### config.mk
export PLATFORM = sky130hd
export DESIGN_NAME = mul_job_sched
export DESIGN_NICKNAME = d
export VERILOG_FILES = /design/src/rtl/mul_sched_pkg.sv /design/src/rtl/rr_arb2.sv /design/src/rtl/mul_job_sched.sv
export SDC_FILE = /design/constraint.sdc
export NUM_CORES = 1
export LEC_CHECK = 0
export BUFFER_PORTS_ARGS = -buffer_cell sky130_fd_sc_hd__buf_2
export CORE_MARGIN = 4
export CORE_UTILIZATION = 49
export DETAILED_ROUTE_END_ITERATION = 12
export PLACE_DENSITY = 0.88
export SKIP_CTS_REPAIR_TIMING = 1
export SYNTH_ARGS = -nofsm -noshare
export SYNTH_HDL_FRONTEND = slang
export SYNTH_SLANG_ARGS = --single-unit
### constraint.sdc
create_clock -name clk -period 3.98 [get_ports clk]
set_input_delay 0.199 -clock clk [delete_from_list [all_inputs] [get_ports clk]]
set_output_delay 0.199 -clock clk [all_outputs]
set_load 0.005 [all_outputs]
### src/rtl/mul_sched_pkg.sv
// Shared encodings for the multiply job scheduler: FSM state codes and the
// destination/source mux patterns driven during the two operand loads.
package mul_sched_pkg;

   typedef enum logic [3:0] {
      ST_IDLE   = 4'd0,
      ST_LOAD_A = 4'd1,
      ST_LOAD_B = 4'd2,
      ST_MUL    = 4'd3,
      ST_WRITE  = 4'd4,
      ST_DONE   = 4'd5,
      ST_READ   = 4'd6
   } state_t;

   // Bit order is {DA, SA, SB}
   localparam logic [2:0] LOAD_A_SEL = 3'b001;
   localparam logic [2:0] LOAD_B_SEL = 3'b101;

endpackage

### src/rtl/rr_arb2.sv
// Two-requester round-robin arbiter; last_grant moves only when a grant is taken.
module rr_arb2 (
   input  logic       clk,
   input  logic       reset,
   input  logic [1:0] valid,
   input  logic       advance,
   output logic [1:0] grant,
   output logic       grant_id
);

   logic last_grant;

   always_comb begin
      // On contention the requester that did not win last time goes next
      grant_id = (valid == 2'b11) ? ~last_grant : valid[1];
      grant    = 2'b00;
      if (valid != 2'b00)
         grant = grant_id ? 2'b10 : 2'b01;
   end

   always_ff @(posedge clk) begin
      if (reset)
         last_grant <= 1'b1;
      else if (advance)
         last_grant <= grant_id;
   end

endmodule

### src/rtl/mul_job_sched.sv
// Multiply job scheduler: round-robin accept, then load-A, load-B, multiply,
// RAM write, done. Define MUL_SCHED_READBACK_EN to add a RAM read-back state.
module mul_job_sched
   import mul_sched_pkg::*;
#(
   parameter int ADR_W   = 3,
   parameter int RAM_AW  = 3,
   parameter int MUL_LAT = 1
) (
   input  logic              clk,
   input  logic              reset,
   input  logic              req0_valid,
   input  logic [ADR_W-1:0]  req0_adr1,
   input  logic [ADR_W-1:0]  req0_adr2,
   input  logic [RAM_AW-1:0] req0_dst,
   output logic              req0_ready,
   input  logic              req1_valid,
   input  logic [ADR_W-1:0]  req1_adr1,
   input  logic [ADR_W-1:0]  req1_adr2,
   input  logic [RAM_AW-1:0] req1_dst,
   output logic              req1_ready,
   output logic              rf_we,
   output logic [ADR_W-1:0]  rf_adr,
   output logic              DA,
   output logic              SA,
   output logic              SB,
   output logic              ram_we,
   output logic              ram_re,
   output logic [RAM_AW-1:0] ram_adr,
   output logic              done_valid,
   output logic              done_id,
   output logic              busy,
   output logic [3:0]        st_out
);

   localparam logic [3:0] MUL_LAST = 4'(MUL_LAT - 1);

   state_t            state, state_nxt;
   logic [3:0]        mul_cnt, mul_cnt_nxt;
   logic [ADR_W-1:0]  job_adr1, job_adr2;
   logic [RAM_AW-1:0] job_dst;
   logic              job_id;
   logic [1:0]        grant;
   logic              grant_id;
   logic              advance;

   assign advance = (state == ST_IDLE) && (req0_valid || req1_valid);

   rr_arb2 u_arb (
      .clk      (clk),
      .reset    (reset),
      .valid    ({req1_valid, req0_valid}),
      .advance  (advance),
      .grant    (grant),
      .grant_id (grant_id)
   );

   assign req0_ready = (state == ST_IDLE) && grant[0];
   assign req1_ready = (state == ST_IDLE) && grant[1];

   always_ff @(posedge clk) begin
      if (reset) begin
         state    <= ST_IDLE;
         mul_cnt  <= '0;
         job_adr1 <= '0;
         job_adr2 <= '0;
         job_dst  <= '0;
         job_id   <= 1'b0;
      end else begin
         state   <= state_nxt;
         mul_cnt <= mul_cnt_nxt;
         if (advance) begin
            job_adr1 <= grant_id ? req1_adr1 : req0_adr1;
            job_adr2 <= grant_id ? req1_adr2 : req0_adr2;
            job_dst  <= grant_id ? req1_dst  : req0_dst;
            job_id   <= grant_id;
         end
      end
   end

   always_comb begin
      state_nxt    = state;
      mul_cnt_nxt  = '0;
      rf_we        = 1'b0;
      rf_adr       = '0;
      {DA, SA, SB} = 3'b000;
      ram_we       = 1'b0;
      ram_re       = 1'b0;
      ram_adr      = '0;
      done_valid   = 1'b0;
      done_id      = 1'b0;
      case (state)
         ST_IDLE: if (advance) state_nxt = ST_LOAD_A;
         ST_LOAD_A: begin
            rf_we        = 1'b1;
            rf_adr       = job_adr1;
            {DA, SA, SB} = LOAD_A_SEL;
            state_nxt    = ST_LOAD_B;
         end
         ST_LOAD_B: begin
            rf_we        = 1'b1;
            rf_adr       = job_adr2;
            {DA, SA, SB} = LOAD_B_SEL;
            state_nxt    = ST_MUL;
         end
         ST_MUL: begin
            // Counter is 0 on entry, so the state lasts exactly MUL_LAT cycles
            if (mul_cnt == MUL_LAST)
               state_nxt = ST_WRITE;
            else
               mul_cnt_nxt = mul_cnt + 4'd1;
         end
         ST_WRITE: begin
            ram_we  = 1'b1;
            ram_adr = job_dst;
`ifdef MUL_SCHED_READBACK_EN
            state_nxt = ST_READ;
`else
            state_nxt = ST_DONE;
`endif
         end
`ifdef MUL_SCHED_READBACK_EN
         ST_READ: begin
            ram_re    = 1'b1;
            ram_adr   = job_dst;
            state_nxt = ST_DONE;
         end
`endif
         ST_DONE: begin
            done_valid = 1'b1;
            done_id    = job_id;
            state_nxt  = ST_IDLE;
         end
         default: state_nxt = ST_IDLE;
      endcase
   end

   assign busy   = (state != ST_IDLE);
   assign st_out = state;

endmodule

## Yosys cells after proc, flatten, opt, wreduce, memory -nomap -nowiden

Index checks and enable logic that the tools add are counted.

- Reduce and logical (&&, ||, !) cells: 11
- Equal/unequal tests: 8
- Multiplexer cells: 16
- Bitwise operators: 2
- Add/subtract/negate cells: 1

Operators with widths:

| operator | count |
|---|---|
| $pmux 4 s5 | 1 |
| $mux 3 | 4 |
| $eq 4x2->1 const B | 2 |
| $eq 4x3->1 const B | 2 |
| $logic_not 4->1 | 2 |
| $mux 4 | 2 |
| $mux 1 | 6 |
| $pmux 3 s2 | 1 |
| $add 4x1->4 const B | 1 |
| $eq 4x1->1 const B | 1 |
| $mux 2 | 2 |
| $ne 2x2->1 const B | 2 |
| $reduce_bool 4->1 | 1 |
| $logic_and 1x1->1 | 3 |
| $reduce_or 3->1 | 1 |
| $eq 2x2->1 const B | 1 |
| $not 1->1 | 2 |
| $reduce_and 2->1 | 1 |
| $reduce_bool 2->1 | 1 |
| $reduce_or 2->1 | 1 |
| $logic_or 1x1->1 | 1 |

- Input port bits: 22
- Output and inout port bits: 21
- Bits in registers: 19
- Logic and storage cells: 45

## Logic depth before layout (Yosys ltp)

- Word-level depth: 5
- Gate-level depth with buffers: 5

## Hierarchy

From an unflattened synthesis, not the netlist that was laid out.

- Cell total of the unflattened synthesis: 108
- Area total of the unflattened synthesis: 1068.5 µm²

By module, submodules not included:

| module | times used | cells each | area each (µm²) | sequential area each (µm²) |
|---|---|---|---|---|
| mul_job_sched | 1 | 101 | 1003.5 | 340.3 |
| rr_arb2 | 1 | 7 | 65.1 | 20.0 |

## Least setup slack after synthesis

OpenSTA, ideal clock, no wires.

- Path kind: reg2reg
- Start: reg state[1], in the netlist st_out[1]
- End: reg u_arb.last_grant
- Arrival: 1.372 ns
- Setup time: 0.120 ns
- Required time: 3.860 ns
- Path slack: 2.488 ns
- Stages on the path, launching flop included: 4
- Cells stage by stage: dfxtp_1 -> buf_2 -> or4b_2 -> a211o_1

- Longest elaborated chain between the ends: 2

RTL lines:

| element | RTL line | text |
|---|---|---|
| from (decl) | mul_job_sched.sv:38 | `state_t state, state_nxt;` |
| from (signal assigned) | mul_job_sched.sv:70 | `state <= state_nxt;` |
| $logic_not 4->1 | mul_job_sched.sv:47 | `assign advance = (state == ST_IDLE) && (req0_valid \|\| req1_valid);` |
| $logic_and 1x1->1 | mul_job_sched.sv:47 |  |
| to (signal assigned) | rr_arb2.sv:25 | `last_grant <= grant_id;` |
| to (decl) | rr_arb2.sv:11 | `logic last_grant;` |

No other way between the ends.
A chain may end at the register's enable or synchronous reset.

## Worst setup path after layout

- Start: reg state[2], in the netlist st_out[2]
- End: out ram_adr[0]

- Longest elaborated chain between the ends: 2

RTL lines:

| element | RTL line | text |
|---|---|---|
| $eq 4x3->1 | mul_job_sched.sv:92 | `case (state)` |
| $mux 3 | mul_job_sched.sv:92 |  |
| to (decl) | mul_job_sched.sv:29 | `output logic [RAM_AW-1:0] ram_adr,` |

No other way between the ends.

==> impl_results.md <==
- Result of the run: complete, no violations
- CP Data Required Time: 3.78 ns
- Area fraction in compound gates after synthesis: 22.0%
- Worst Path Max Fanout: 14
- Growth of design area from synthesis to finish: 19.1%
- Remaining design rule violation count: 0
- Input/output buffers: 39
- Share of the cycle needed by the critical path after routing: 50.5%
- Post-synth top area share: 36.4%
- Core Region: 1940 um^2
- Final setup fails: 0
- Count of cells along the worst register-to-register path: 4
- Total number of H-tree levels: 1
- Multiplexer share of the synthesized area: 0%
- Worst Skew: 0.00135 ns
- Number of nets still failing antenna checks after routing: 0
- IR Drop Worst-Case VDD: 0.186 mV
- Simple logic cell fraction of the synthesized area: 23.1%
- CTS root buffer: clkbuf_4
- Setup repair after global routing missed its margin: no
- Max Cap Viol: 0
- Ratio of cells with drive above 1 in the final layout: 32.0%
- Crit Path Category: register to primary output
- Crit path max-delay cell type: dfxtp_1
- CP Data Arrival Time: 1.81 ns
- Kind of start point of the critical path: register
- Global placement routability congestion: 0.805
- Register clock-pin slew on the reported worst setup and hold paths: 0.09 ns
- Cell count of the worst hold path: 3
- Post-detailed-route via-to-cell ratio: 5.49
- Total CTS buffers: 3
- Largest cells by area after synthesis: dfxtp_1, inv_1, a222oi_1, nand2b_1, a32oi_1
- F_max: 0.497 GHz
- Synthesized flop and latch total: 18
- Initial standard-cell utilization of the core: 51.0%
- Xor and xnor area share after synthesis: 1.77%
- CTS tree: done
- CTS sink cnt: 18
- Most frequent cells in the layout: buf_2, dfxtp_1, inv_1
- Top cell type by total area after synthesis: dfxtp_1
- Worst-case setup margin in the final layout: 1.97 ns
- Leak Pwr: 0.575 nW
- Register share of total power: 54.5%
- Largest stage delay on the critical path: 0.62 ns
- Post-DP HPWL: 1800 um
- Ports placed on the boundary: 43
- Min-Delay Path Class: primary input to register
- Max Buffers Root-to-Sink: 2
- Worst-case setup slack after placement: 2.32 ns
- Most frequent standard cell in the layout excluding fill and tap cells: buf_2
- Crit. End Element: primary output
- Netlist Area Pre-Place: 991 um^2
- Via count: 956
- Sequential cell area fraction in the yosys report: 36.4%
- Width of the die: 53.0 um
- Total congestion overflow: 0
- Number of global-route vias before repair: 901
- Final worst path period need: 2.01 ns
- Number of DRC markers in iteration 0: 35
- Total die area: 2810 um^2
- Synth Instances: 115
- Unique masters post-synth: 36
- Pwr/cell area: 330 nW/um^2
- Vertical extent of the die: 53.0 um
- Dominant combinational cell family by area after synthesis: simple AND/OR/NAND/NOR gates
- Net switching share of the total power: 28.9%
- Syn_area_per_cell: 8.62 um^2
- Combinational group share of total power: 23.5%
- First-pass GRT wire length: 3710 um
- Global-route usage over all layers: 17.3%
- Total net switching power: 112 uW
- Clock latency reported for the late side of the worst-skew pair: 0.28 ns
- Number of max-slew violations in the final report: 0
- # nets final: 173
- Final total negative setup slack: 0 ns
- Arithmetic-cell share of the synthesized area counting full adders, half adders and majority gates: 2.53%
- Yosys warning count: 0
- Actual transition at the worst max-transition pin: 0.707 ns
- Maximum number of pins on one net before global-route repair: 21
- Internal cell power: 277 uW
- Filler cell count: 187
- Portion of total power attributed to the clock network: 22.0%
- Routed WL per cell: 13.4 um
- # rows: 16
- Diode insertion count for antenna repair: 0
- Total count of hold-check failures in the final report: 0
- Detailed-routing iteration count for the pre-antenna-repair pass: 4
- Cell chain of the critical path: nor3b_1, and2_1, buf_2
- Total Routed Length: 2340 um
- Relative slew margins: 52.4%
- Initial antenna violation count: 0
-- cell usage after synthesis --
cell	count
o32ai_1	4
buf_2	2
and3_2	1
clkbuf_1	5
or3_4	1
a222oi_1	5
nor2b_1	1
a21boi_0	1
and3b_1	2
a32oi_1	4
and2b_1	1
nand2_1	1
inv_2	1
nor3b_1	3
nand3_1	1
nand2b_1	6
buf_6	1
buf_4	4
nor3_4	1
xnor2_1	1
xor2_1	1
inv_1	17
or4b_2	1
a221oi_1	1
conb_1	1
ha_1	2
dfxtp_1	18
o21bai_1	2
or2b_1	1
a21oi_1	2
a211o_1	2
a22oi_1	4
o41ai_1	1
nor2_1	8
and2_1	5
nor3_1	3
-- stage by stage --
step / utilization [%] / std cells / hold slack, ns / power, mW / instance area, um^2
global route: 60.8 / 174 / 0.157 / 0.413 / 1180
CTS: 60.8 / 174 / 0.156 / 0.390 / 1180
floorplan: - / 117 / 0.341 / 0.278 / 998
detailed placement: 59.6 / 171 / 0.454 / 0.307 / 1160
finish: 60.8 / 174 / 0.156 / 0.389 / 1180
global placement: 59.6 / 171 / 0.449 / 0.302 / 1160
-- cell type report --
cell class / count / area (um^2) / share of cell area [%]
Clock buffer: 3 / 22.5 / 1.91
Multi-Input combinational cell: 69 / 500 / 42.4
Sequential cell: 18 / 360 / 30.5
Tap cell: 27 / 33.8 / 2.86
Inverter: 18 / 67.6 / 5.73
Timing Repair Buffer: 39 / 195 / 16.5
-- layer usage --
layer / GRT usage [%] / wire length, um / share of wire [%]
met3: 2.54 / 147 / 6.3
met5: 0 / 0 / 0
met4: 9.36 / 25 / 1.1
met2: 28.5 / 1200 / 51
met1: 21.5 / 966 / 41
-- power by group through the flow --
stage | clock network [mW] | registers [mW] | logic [mW]
global route | 0.0975 | 0.215 | 0.101
detailed placement | 0 | 0.216 | 0.0911
CTS | 0.0868 | 0.212 | 0.0914
global placement | 0 | 0.215 | 0.0872
finish | 0.0857 | 0.212 | 0.0913
floorplan | 0 | 0.209 | 0.0691
-- sequential cells by signal, summed over array words and instances, names as in the netlist --
name              flops
mul_cnt               4
job_adr1              3
job_adr2              3
job_dst               3
st_out                3
job_id                1
u_arb.last_grant      1
-- path summary, 6_finish.rpt --
path                                  startpoint          endpoint  slack, ns
worst min-delay path                req0_adr1[1]       job_adr1[1]       0.16
worst max-delay path                   st_out[2]        ram_adr[0]       1.97
worst min register to register  u_arb.last_grant  u_arb.last_grant       0.49
worst max register to register         st_out[2]       job_adr1[0]       2.29
-- logic make-up (layout without fill, tap and decap cells) --
group / after synthesis / after routing
simple gates: 36 / 36
buf+inv: 30 / 60
compound gates: 26 / 26
flops: 18 / 18
fa+ha+maj: 2 / 2
xor+xnor: 2 / 2
other cells: 1 / 3
-- critical path: cells and delay by family (launching register included) --
family | cells | cell delay (ns)
simple gates | 2 | 0.81
flops | 1 | 0.62
buf+inv | 1 | 0.11
Power figures use the tool's default switching activity.
